==> config.mk <==
export PLATFORM = sky130hd
export DESIGN_NAME = i2c_slv_fsm
export DESIGN_NICKNAME = d
export VERILOG_FILES = /design/src/rtl/i2c_pkg.sv /design/src/rtl/i2c_sync_edge.sv /design/src/rtl/i2c_slv_fsm.sv
export SDC_FILE = /design/constraint.sdc
export NUM_CORES = 1
export LEC_CHECK = 0
export ABC_AREA = 1
export BUFFER_PORTS_ARGS = -buffer_cell sky130_fd_sc_hd__buf_2
export CAP_MARGIN = 20
export CORE_ASPECT_RATIO = 1.4
export CORE_MARGIN = 1
export CORE_UTILIZATION = 50
export CTS_BUF_LIST = sky130_fd_sc_hd__clkbuf_4
export DETAILED_ROUTE_END_ITERATION = 10
export HOLD_SLACK_MARGIN = 0.02
export PLACE_DENSITY_LB_ADDON = 0.12
export REMOVE_ABC_BUFFERS = 1
export SYNTH_ARGS = -nofsm -noshare
export SYNTH_HDL_FRONTEND = slang
export SYNTH_HIERARCHICAL = 1
export SYNTH_SLANG_ARGS = --single-unit
export TNS_END_PERCENT = 20
==> constraint.sdc <==
create_clock -name CLK -period 5.2 [get_ports CLK]
set_clock_uncertainty 0.15 [all_clocks]
set_input_delay 0.26 -clock CLK [delete_from_list [all_inputs] [get_ports CLK]]
set_output_delay 0.26 -clock CLK [all_outputs]
set_load 0.02 [all_outputs]
==> src/rtl/i2c_pkg.sv <==
// Shared I2C definitions for the master and slave controllers.
//   ADDR_SZ_DFLT / DATA_SZ_DFLT : default address and data widths
//   MPU6050_ADDR                : 7-bit bus address of the MPU-6050
//   slv_state_t                 : one-hot slave FSM state encoding
package i2c_pkg;

  localparam int unsigned ADDR_SZ_DFLT = 7;
  localparam int unsigned DATA_SZ_DFLT = 8;
  localparam logic [6:0]  MPU6050_ADDR = 7'h68;

  typedef enum logic [7:0] {
    ST_IDLE     = 8'b0000_0001,
    ST_ADDR     = 8'b0000_0010,
    ST_ADDR_ACK = 8'b0000_0100,
    ST_WR       = 8'b0000_1000,
    ST_WR_ACK   = 8'b0001_0000,
    ST_RD       = 8'b0010_0000,
    ST_RD_ACK   = 8'b0100_0000,
    ST_IGNORE   = 8'b1000_0000
  } slv_state_t;

endpackage

==> src/rtl/i2c_sync_edge.sv <==
// Two-flop synchronizer plus a delay flop with rise/fall detection.
//   CLK, RST  : system clock, async active-high reset (flops reset to 1)
//   I_D       : asynchronous bus line
//   O_S       : synchronized level
//   O_RISE_C  : one-CLK pulse on a synchronized rising edge
//   O_FALL_C  : one-CLK pulse on a synchronized falling edge
module i2c_sync_edge (
  input  logic CLK,
  input  logic RST,
  input  logic I_D,
  output logic O_S,
  output logic O_RISE_C,
  output logic O_FALL_C
);

  logic meta;
  logic dly;

  // Idle I2C lines are high, so reset to 1 to avoid a false edge.
  always_ff @(posedge CLK or posedge RST) begin
    if (RST) begin
      meta <= 1'b1;
      O_S  <= 1'b1;
      dly  <= 1'b1;
    end else begin
      meta <= I_D;
      O_S  <= meta;
      dly  <= O_S;
    end
  end

  assign O_RISE_C = O_S & ~dly;
  assign O_FALL_C = ~O_S & dly;

endmodule

==> src/rtl/i2c_slv_fsm.sv <==
// I2C slave byte engine: address match, write bytes out, read bytes in.
//   CLK, RST   : system clock, async active-high reset
//   I_SCL      : bus clock (asynchronous)
//   I_SDA      : bus data (asynchronous)
//   I_DATA_RD  : byte returned to the master, sampled when O_RD_REQ is served
//   O_SDA_OE   : 1 pulls SDA low, 0 releases it
//   O_DATA_WR  : last byte written by the master, O_WR_VLD strobes on update
//   O_RD_REQ   : one-CLK request for the next I_DATA_RD byte
//   O_BUSY     : high while this slave is addressed
//   O_STOP     : one-CLK pulse on every STOP
module i2c_slv_fsm
  import i2c_pkg::*;
#(
  parameter int unsigned        ADDR_SZ  = ADDR_SZ_DFLT,
  parameter int unsigned        DATA_SZ  = DATA_SZ_DFLT,
  parameter logic [ADDR_SZ-1:0] SLV_ADDR = ADDR_SZ'(MPU6050_ADDR)
) (
  input  logic               CLK,
  input  logic               RST,
  input  logic               I_SCL,
  input  logic               I_SDA,
  input  logic [DATA_SZ-1:0] I_DATA_RD,
  output logic               O_SDA_OE,
  output logic [DATA_SZ-1:0] O_DATA_WR,
  output logic               O_WR_VLD,
  output logic               O_RD_REQ,
  output logic               O_BUSY,
  output logic               O_STOP
);

  localparam int unsigned      CNT_W   = $clog2(DATA_SZ);
  localparam logic [CNT_W-1:0] CNT_MAX = CNT_W'(DATA_SZ - 1);

  logic scl_s, scl_rise, scl_fall;
  logic sda_s, sda_rise, sda_fall;
  logic scl_hi, start_c, stop_c;

  slv_state_t         state;
  logic [CNT_W-1:0]   bit_cnt;
  logic               byte_end;
  logic               addr_hit;
  logic               rw;
  logic [DATA_SZ-2:0] rx_sr;
  logic [DATA_SZ-2:0] tx_sr;
  logic [DATA_SZ-1:0] rx_nxt;

  i2c_sync_edge u_scl (
    .CLK      (CLK),
    .RST      (RST),
    .I_D      (I_SCL),
    .O_S      (scl_s),
    .O_RISE_C (scl_rise),
    .O_FALL_C (scl_fall)
  );

  i2c_sync_edge u_sda (
    .CLK      (CLK),
    .RST      (RST),
    .I_D      (I_SDA),
    .O_S      (sda_s),
    .O_RISE_C (sda_rise),
    .O_FALL_C (sda_fall)
  );

  // scl_s high and not just risen is the same as scl_s and its delayed copy both high.
  assign scl_hi  = scl_s & ~scl_rise;
  assign start_c = sda_fall & scl_hi;
  assign stop_c  = sda_rise & scl_hi;
  assign rx_nxt  = {rx_sr, sda_s};

  // Slave FSM; START/STOP override any coincident SCL edge.
  always_ff @(posedge CLK or posedge RST) begin
    if (RST) begin
      state     <= ST_IDLE;
      O_SDA_OE  <= 1'b0;
      O_DATA_WR <= '0;
      O_WR_VLD  <= 1'b0;
      O_RD_REQ  <= 1'b0;
      O_BUSY    <= 1'b0;
      O_STOP    <= 1'b0;
      bit_cnt   <= CNT_MAX;
      byte_end  <= 1'b0;
      addr_hit  <= 1'b0;
      rw        <= 1'b0;
      rx_sr     <= '0;
      tx_sr     <= '0;
    end else begin
      O_WR_VLD <= 1'b0;
      O_RD_REQ <= 1'b0;
      O_STOP   <= 1'b0;
      if (start_c) begin
        state    <= ST_ADDR;
        O_SDA_OE <= 1'b0;
        O_BUSY   <= 1'b0;
        bit_cnt  <= CNT_MAX;
        byte_end <= 1'b0;
      end else if (stop_c) begin
        state    <= ST_IDLE;
        O_SDA_OE <= 1'b0;
        O_BUSY   <= 1'b0;
        O_STOP   <= 1'b1;
        byte_end <= 1'b0;
      end else begin
        case (state)
          ST_IDLE, ST_IGNORE: begin
          end
          ST_ADDR, ST_WR: begin
            if (scl_rise) begin
              rx_sr <= rx_nxt[DATA_SZ-2:0];
              if (bit_cnt == '0) begin
                bit_cnt  <= CNT_MAX;
                byte_end <= 1'b1;
                if (state == ST_ADDR) begin
                  addr_hit <= (rx_nxt[DATA_SZ-1 -: ADDR_SZ] == SLV_ADDR);
                  rw       <= rx_nxt[0];
                end else begin
                  O_DATA_WR <= rx_nxt;
                  O_WR_VLD  <= 1'b1;
                end
              end else begin
                bit_cnt <= bit_cnt - CNT_W'(1);
              end
            end else if (scl_fall && byte_end) begin
              byte_end <= 1'b0;
              if (state == ST_WR) begin
                O_SDA_OE <= 1'b1;
                state    <= ST_WR_ACK;
              end else if (addr_hit) begin
                O_SDA_OE <= 1'b1;
                O_BUSY   <= 1'b1;
                state    <= ST_ADDR_ACK;
              end else begin
                state <= ST_IGNORE;
              end
            end
          end
          ST_ADDR_ACK: begin
            if (scl_rise) begin
              O_RD_REQ <= rw;
            end else if (scl_fall) begin
              bit_cnt <= CNT_MAX;
              if (rw) begin
                tx_sr    <= I_DATA_RD[DATA_SZ-2:0];
                O_SDA_OE <= ~I_DATA_RD[DATA_SZ-1];
                state    <= ST_RD;
              end else begin
                O_SDA_OE <= 1'b0;
                state    <= ST_WR;
              end
            end
          end
          ST_WR_ACK: begin
            if (scl_fall) begin
              O_SDA_OE <= 1'b0;
              bit_cnt  <= CNT_MAX;
              state    <= ST_WR;
            end
          end
          ST_RD: begin
            if (scl_rise) begin
              if (bit_cnt == '0) begin
                bit_cnt  <= CNT_MAX;
                byte_end <= 1'b1;
              end else begin
                bit_cnt <= bit_cnt - CNT_W'(1);
              end
            end else if (scl_fall) begin
              if (byte_end) begin
                byte_end <= 1'b0;
                O_SDA_OE <= 1'b0;
                state    <= ST_RD_ACK;
              end else begin
                // tx_sr holds the bits still to send, next one at the top.
                O_SDA_OE <= ~tx_sr[DATA_SZ-2];
                tx_sr    <= {tx_sr[DATA_SZ-3:0], 1'b0};
              end
            end
          end
          ST_RD_ACK: begin
            // A fall here is only reachable after an ACKed rise; NACK leaves on the rise.
            if (scl_rise) begin
              if (!sda_s) begin
                O_RD_REQ <= 1'b1;
              end else begin
                O_BUSY <= 1'b0;
                state  <= ST_IGNORE;
              end
            end else if (scl_fall) begin
              tx_sr    <= I_DATA_RD[DATA_SZ-2:0];
              O_SDA_OE <= ~I_DATA_RD[DATA_SZ-1];
              bit_cnt  <= CNT_MAX;
              state    <= ST_RD;
            end
          end
          default: begin
            state    <= ST_IDLE;
            O_SDA_OE <= 1'b0;
            O_BUSY   <= 1'b0;
            byte_end <= 1'b0;
          end
        endcase
      end
    end
  end

endmodule

==> flow_metrics.env, run 1 <==
export IMPL_outcome="finished, final reports clean"
export IMPL_ir_drop_v=0.000195
export IMPL_avgSynthCellArea_um2=7.70
export IMPL_max_slew_margin_rel=0.303
export IMPL_ys_ff_latch=47
export IMPL_worstSkewPairLatency_ps=360
export IMPL_core_area_mm2=0.00557
export IMPL_synthCells=380
export IMPL_critical_path_slowest_cell="nor2_1"
export IMPL_clk_pin_slew_worst_paths_ps=140
export IMPL_grt_max_degree=42
export IMPL_dr_pass1_iters=4
export IMPL_rrSetupSlack_ps=2370
export IMPL_wl_um=6610
export IMPL_max_freq_ghz=0.353
export IMPL_swShare=0.379
export IMPL_r2r_end="tx_sr[6]"
export IMPL_yosys_area_top_type_share=0.317
export IMPL_cts_resized=0
export IMPL_crit_top_cell="nand2_1"
export IMPL_root_buffer="clkbuf_4"
export IMPL_setup_viol=0
export IMPL_cp_required_ps=5320
export IMPL_seqPwrFrac=0.445
export IMPL_die_w_um=66.6
export IMPL_cp_data_arrival_time_ps=2950
export IMPL_num_rows=32
export IMPL_worstSetupStartpointType="flip-flop"
export IMPL_fin_hold_ws_ps=43.4
export IMPL_clockPowerShare=0.226
export IMPL_synthTopCellsByArea="dfrtp_1 32%, nand2_1 16%, dfstp_2 9.0%"
export IMPL_min_period_ps=2830
export IMPL_drv_cap=0
export IMPL_combPwrFrac=0.329
export IMPL_min_delay_worst_endpoint="tx_sr[0]"
export IMPL_die_area_mm2=0.00617
export IMPL_die_height_um=92.5
export IMPL_place_congestion=0.920
export IMPL_p_int_mw=0.630
export IMPL_grt_util_all_layers=0.239
export IMPL_instances_no_fill=479
export IMPL_io_buffers=24
export IMPL_reg2reg_from="u_scl/O_S"
export IMPL_holdCritStartpoint="I_DATA_RD[0]"
export IMPL_final_fill_count=537
export IMPL_synthesis_area_mm2=0.00293
export IMPL_dr_first_iter_drc_count=117
export IMPL_final_core_util=0.575
export IMPL_n_antenna_cell=0
export IMPL_yosysUniqueCellTypes=33
export IMPL_grt_pass1_wl_um=11000
export IMPL_drc=0
export IMPL_min_path_type="primary input to flip-flop"
export IMPL_rsz0062_at_grt="no"
export IMPL_wl_met3_um=209
export IMPL_hold_depth=5
export IMPL_drive_above_1_share=0.234
export IMPL_endpoint_kind="flip-flop"
export IMPL_htreeDepth=2
export IMPL_critPathMaxFanout=12
export IMPL_ys_warn_count=6
export IMPL_start_util=0.526
export IMPL_synth_top_area_cell="dfrtp_1"
export IMPL_critPathMaxStageDelay_ps=780
export IMPL_gr_total_overflow=0
export IMPL_worstMarginPinSlew_ps=1040
export IMPL_setup_tns_ps=0
export IMPL_cts_tree="built"
export IMPL_drv_slew=0
export IMPL_clk_path_buf_depth=2
export IMPL_syn2layout_area_growth_pct=9.41
export IMPL_ant_nets=0
export IMPL_switchingPower_mw=0.385
export IMPL_finalHoldViolCount=0
export IMPL_crit_chain="inv_1, nor2_1, nor2_2, o21ai_2, nand2_1, nor2_4, nand3b_4, nand2_1, nand2_1"
export IMPL_critPathKind="flip-flop to flip-flop"
export IMPL_dr_wl_met2_um=3570
export IMPL_io_pins=25
export IMPL_dp_cells=468
export IMPL_first_global_vias=2363
export IMPL_dpl_hpwl_um=5240
export IMPL_power_mw=1.01
export IMPL_wl_per_cell_um=13.8
export IMPL_antenna_found_initial=0
export IMPL_min_period_over_period=0.545
export IMPL_vias_per_cell=5.10
export IMPL_ff2ff_path_depth=9
export IMPL_yosysSeqAreaShare=0.406
export IMPL_wirelength_met1_um=2650
export IMPL_dr_max_layer_used="met4"
export IMPL_final_nets=424
export IMPL_vias=2445
export IMPL_numCtsBuffers=5
export IMPL_power_density_mw_per_mm2=317
export IMPL_p_leak_nw=1.68
export IMPL_cts_sinks=47
worst max-delay path by stage:
stage	start	to	slack (ps)	cells after the start
floorplan	u_scl/O_S	tx_sr[1]	2820	9
global placement	u_scl/O_S	tx_sr[4]	2450	9
detailed placement	u_scl/O_S	tx_sr[6]	2370	9
CTS	u_scl/O_S	tx_sr[6]	2360	9
global route	u_scl/O_S	tx_sr[6]	2160	9
finish	u_scl/O_S	tx_sr[6]	2370	9
placed cells by master (no fill, tap or decap), types with 3 or more instances in the layout:
| cell type | count |
|---|---|
| nand3_1 | 31 |
| inv_1 | 40 |
| o21ai_0 | 16 |
| nor2_4 | 6 |
| buf_2 | 24 |
| nand3_2 | 4 |
| dlygate4sd3_1 | 3 |
| nand2_2 | 7 |
| clkbuf_4 | 6 |
| a21oi_1 | 4 |
| o21ai_1 | 8 |
| dfrtp_1 | 37 |
| nand4_1 | 4 |
| nand2_1 | 126 |
| inv_2 | 5 |
| nor2_2 | 8 |
| nor2_1 | 37 |
| dfstp_2 | 10 |
| nand2_4 | 12 |
final cells by class:
type	instances	area, um^2	area share
clock inverters	2	37.5	0.0117
flip-flops and latches	47	1190	0.371
clock buffers	6	45.0	0.0141
repair buffers	28	158	0.0493
inverters	46	178	0.0555
well taps	68	85.1	0.0266
multi-input cells	282	1510	0.471
per-stage QoR:
stage,cell area [um^2],setup WS (ps)
final,3200,2370
after global routing,3200,2160
after CTS,3200,2360
after detailed placement,3090,2370
after global placement,3090,2450
after floorplan,2880,2820
synth_stat cells:
cell	n
a21oi_1	4
a21oi_4	1
buf_2	1
buf_6	4
dfrtp_1	37
dfstp_2	10
ha_1	2
inv_1	40
inv_2	5
inv_6	1
nand2_1	126
nand2_2	7
nand2_4	12
nand2_8	2
nand3_1	31
nand3_2	4
nand3_4	1
nand3b_1	1
nand3b_4	1
nand4_1	4
nor2_1	37
nor2_2	8
nor2_4	6
nor2_8	2
nor3_1	2
nor3_4	1
nor4_1	1
o211ai_1	1
o21ai_0	16
o21ai_1	8
o21ai_2	2
o21bai_1	1
xnor2_1	1
worst max-delay path: cells and delay by family, from the launching register on:
| kind | cells | cell delay [ps] |
|---|---|---|
| compound gates | 1 | 310 |
| buf+inv | 1 | 40 |
| flops | 1 | 580 |
| simple gates | 7 | 1660 |
metal layers:
| layer | vias up | global-route usage |
|---|---|---|
| met4 | 0 | 0.0869 |
| met2 | 49 | 0.440 |
| li1 | 1244 | - |
| met3 | 14 | 0.0333 |
| met5 | - | 0 |
| met1 | 1138 | 0.270 |
power by group through the flow:
stage          registers [mW]  clock network (mW)  logic [mW]
2_1_floorplan           0.453                   0       0.258
3_3_place_gp            0.458                   0       0.329
3_5_place_dp            0.459                   0       0.332
4_1_cts                 0.452               0.234       0.336
5_1_grt                 0.456               0.251       0.374
6_report                0.452               0.229       0.334
registers in the layout, indices dropped and copies added, names as in the netlist, 3 cells and up:
name and cells:
O_DATA_WR 8, bit_cnt 3, rx_sr 7, state 8
tx_sr 7
what timing repair did:
action                                 in CTS  in global routing
buffers inserted                            0                  0
endpoints found under the hold margin      45                  0
hold buffers                                3                  0
logic make-up (layout without fill, tap and decap cells):
kind of cell               after synthesis  count (layout)  share of synthesized area
DFF                                     47              47                      0.406
AOI/OAI and AO/OA                       33              33                     0.0646
buffers and inverters                   51              82                     0.0778
and+or+nand+nor                        246             246                      0.440
adders and majority gates                2               2                    0.00855
xor gates and xnor gates                 1               1                    0.00299
Note: power is estimated with default switching activity, not from simulation.
==> inputs of run 2 (changes only) <==
==> constraint.sdc (replaced) <==
create_clock -name CLK -period 2.9 [get_ports CLK]
set_clock_uncertainty 0.15 [all_clocks]
set_input_delay 0.145 -clock CLK [delete_from_list [all_inputs] [get_ports CLK]]
set_output_delay 0.145 -clock CLK [all_outputs]
set_load 0.02 [all_outputs]
==> flow_metrics.env, run 2 (synthesis results as in run 1) <==
export IMPL_place_congestion=0.946
export IMPL_die_height_um=92.5
export IMPL_max_slew_margin_rel=0.622
export IMPL_drc=0
export IMPL_numCtsBuffers=5
export IMPL_finalHoldViolCount=0
export IMPL_worstSkewPairLatency_ps=360
export IMPL_final_cell_mix="126 x nand2_1, 40 x inv_1, 37 x dfrtp_1, 37 x nor2_1, 31 x nand3_1"
export IMPL_antenna_found_initial=0
export IMPL_final_core_util=0.589
export IMPL_cts_resized=0
export IMPL_p_int_mw=1.14
export IMPL_hold_buffers=10
export IMPL_vias_per_cell=5.05
export IMPL_min_period_over_period=0.742
export IMPL_critPathMaxStageDelay_ps=570
export IMPL_combPwrFrac=0.330
export IMPL_drv_slew=0
export IMPL_core_area_mm2=0.00557
export IMPL_clockPowerShare=0.222
export IMPL_final_nets=432
export IMPL_io_pins=25
export IMPL_dr_first_iter_drc_count=141
export IMPL_switchingPower_mw=0.663
export IMPL_die_area_mm2=0.00617
export IMPL_setup_viol=0
export IMPL_cts_setup_buffers=0
export IMPL_power_density_mw_per_mm2=549
export IMPL_worstMarginPinSlew_ps=568
export IMPL_ir_drop_v=0.000358
export IMPL_critical_path_slowest_cell="dfstp_2"
export IMPL_dpl_hpwl_um=5050
export IMPL_reg_top3="O_DATA_WR (8), state (8)"
export IMPL_dr_pass1_iters=4
export IMPL_root_buffer="clkbuf_4"
export IMPL_n_antenna_cell=0
export IMPL_worstSetupStartpointType="flip-flop"
export IMPL_reg2reg_from="u_scl/O_S"
export IMPL_outcome="finished, final reports clean"
export IMPL_critPathKind="flip-flop to flip-flop"
export IMPL_final_common_cell="nand2_1"
export IMPL_swShare=0.369
export IMPL_syn2layout_area_growth_pct=12.1
export IMPL_io_buffers=24
export IMPL_drive_above_1_share=0.232
export IMPL_gr_total_overflow=0
export IMPL_die_w_um=66.6
export IMPL_grt_max_degree=32
export IMPL_grt_util_all_layers=0.234
export IMPL_wl_per_cell_um=13.1
export IMPL_cp_required_ps=3040
export IMPL_ant_nets=0
export IMPL_setup_tns_ps=0
export IMPL_clk_pin_slew_worst_paths_ps=130
export IMPL_crit_top_cell="nand2_1"
export IMPL_p_leak_nw=1.72
export IMPL_first_global_vias=2390
export IMPL_ff2ff_path_depth=12
export IMPL_crit_chain="inv_1, nor2_1, nor2_2, nand2_1, nand2_1, nor2_1, nand2_1, o21ai_2, nor2_4, nand2_4, nand2_1, nand2_1"
export IMPL_grt_pass1_wl_um=10900
export IMPL_cp_data_arrival_time_ps=2290
export IMPL_drv_cap=0
export IMPL_wl_um=6370
export IMPL_start_util=0.526
export IMPL_critPathMaxFanout=7
export IMPL_min_period_ps=2150
export IMPL_cts_sinks=47
export IMPL_seqPwrFrac=0.448
export IMPL_max_freq_ghz=0.465
export IMPL_rrSetupSlack_ps=750
export IMPL_endpoint_kind="flip-flop"
export IMPL_r2r_end="state[1]"
export IMPL_clk_path_buf_depth=2
export IMPL_htreeDepth=2
export IMPL_num_rows=32
export IMPL_min_path_type="primary input to asynchronous set/reset pin"
export IMPL_rsz0062_at_grt="no"
export IMPL_cts_tree="built"
export IMPL_vias=2460
==> run 2: cell types whose count changed in the layout (fill, tap and decap cells not counted) <==
cell / previous run / this run
dlygate4sd3_1: 3 / 10
buf_4: 1 / 2
==> run 2: critical path, delay by kind of cell (launching register included) <==
| family | cells | cell delay, ps |
|---|---|---|
| simple gates | 10 | 1230 |
| flops | 1 | 570 |
| compound gates | 1 | 80 |
| buf+inv | 1 | 40 |
==> run 2: worst max-delay path by stage <==
stage	from	endpoint
after floorplan	u_scl/O_S	tx_sr[1]
after CTS	u_scl/O_S	state[1]
after global routing	u_scl/O_S	state[1]
after global placement	u_scl/O_S	state[1]
final	u_scl/O_S	state[1]
after detailed placement	u_scl/O_S	state[1]
==> run 2: cell type report <==
type	count	area, um^2
clock buffer	6	45.0
clock inverter	2	37.5
fill	530	2290
inverter	46	178
multi-input combinational	282	1510
sequential	47	1190
tap	68	85.1
timing repair buffer	36	235
==> run 2: power by group through the flow <==
stage / clock (mW) / sequential, mW / combinational, mW
detailed placement: 0 / 0.818 / 0.584
floorplan: 0 / 0.813 / 0.463
finish: 0.400 / 0.805 / 0.594
global placement: 0 / 0.816 / 0.579
global route: 0.449 / 0.814 / 0.670
CTS: 0.415 / 0.806 / 0.597
==> run 2: metrics by stage <==
step | setup slack, ps | area [um^2] | instances | hold WS (ps) | total power [mW]
2_1_floorplan | 523 | 2880 | 375 | -71.7 | 1.28
6_report | 749 | 3280 | 487 | 163 | 1.80
3_5_place_dp | 803 | 3100 | 469 | 24.9 | 1.40
4_1_cts | 758 | 3280 | 487 | 161 | 1.82
3_3_place_gp | 817 | 3100 | 469 | 20.0 | 1.39
5_1_grt | 584 | 3280 | 487 | 160 | 1.93
==> run 2: metal layers <==
metal	track usage	routed length, um	up-vias
met5	0	0	-
met4	0.0833	120	0
met3	0.0345	184	12
met2	0.402	3460	41
met1	0.289	2610	1146
li1	-	-	1261
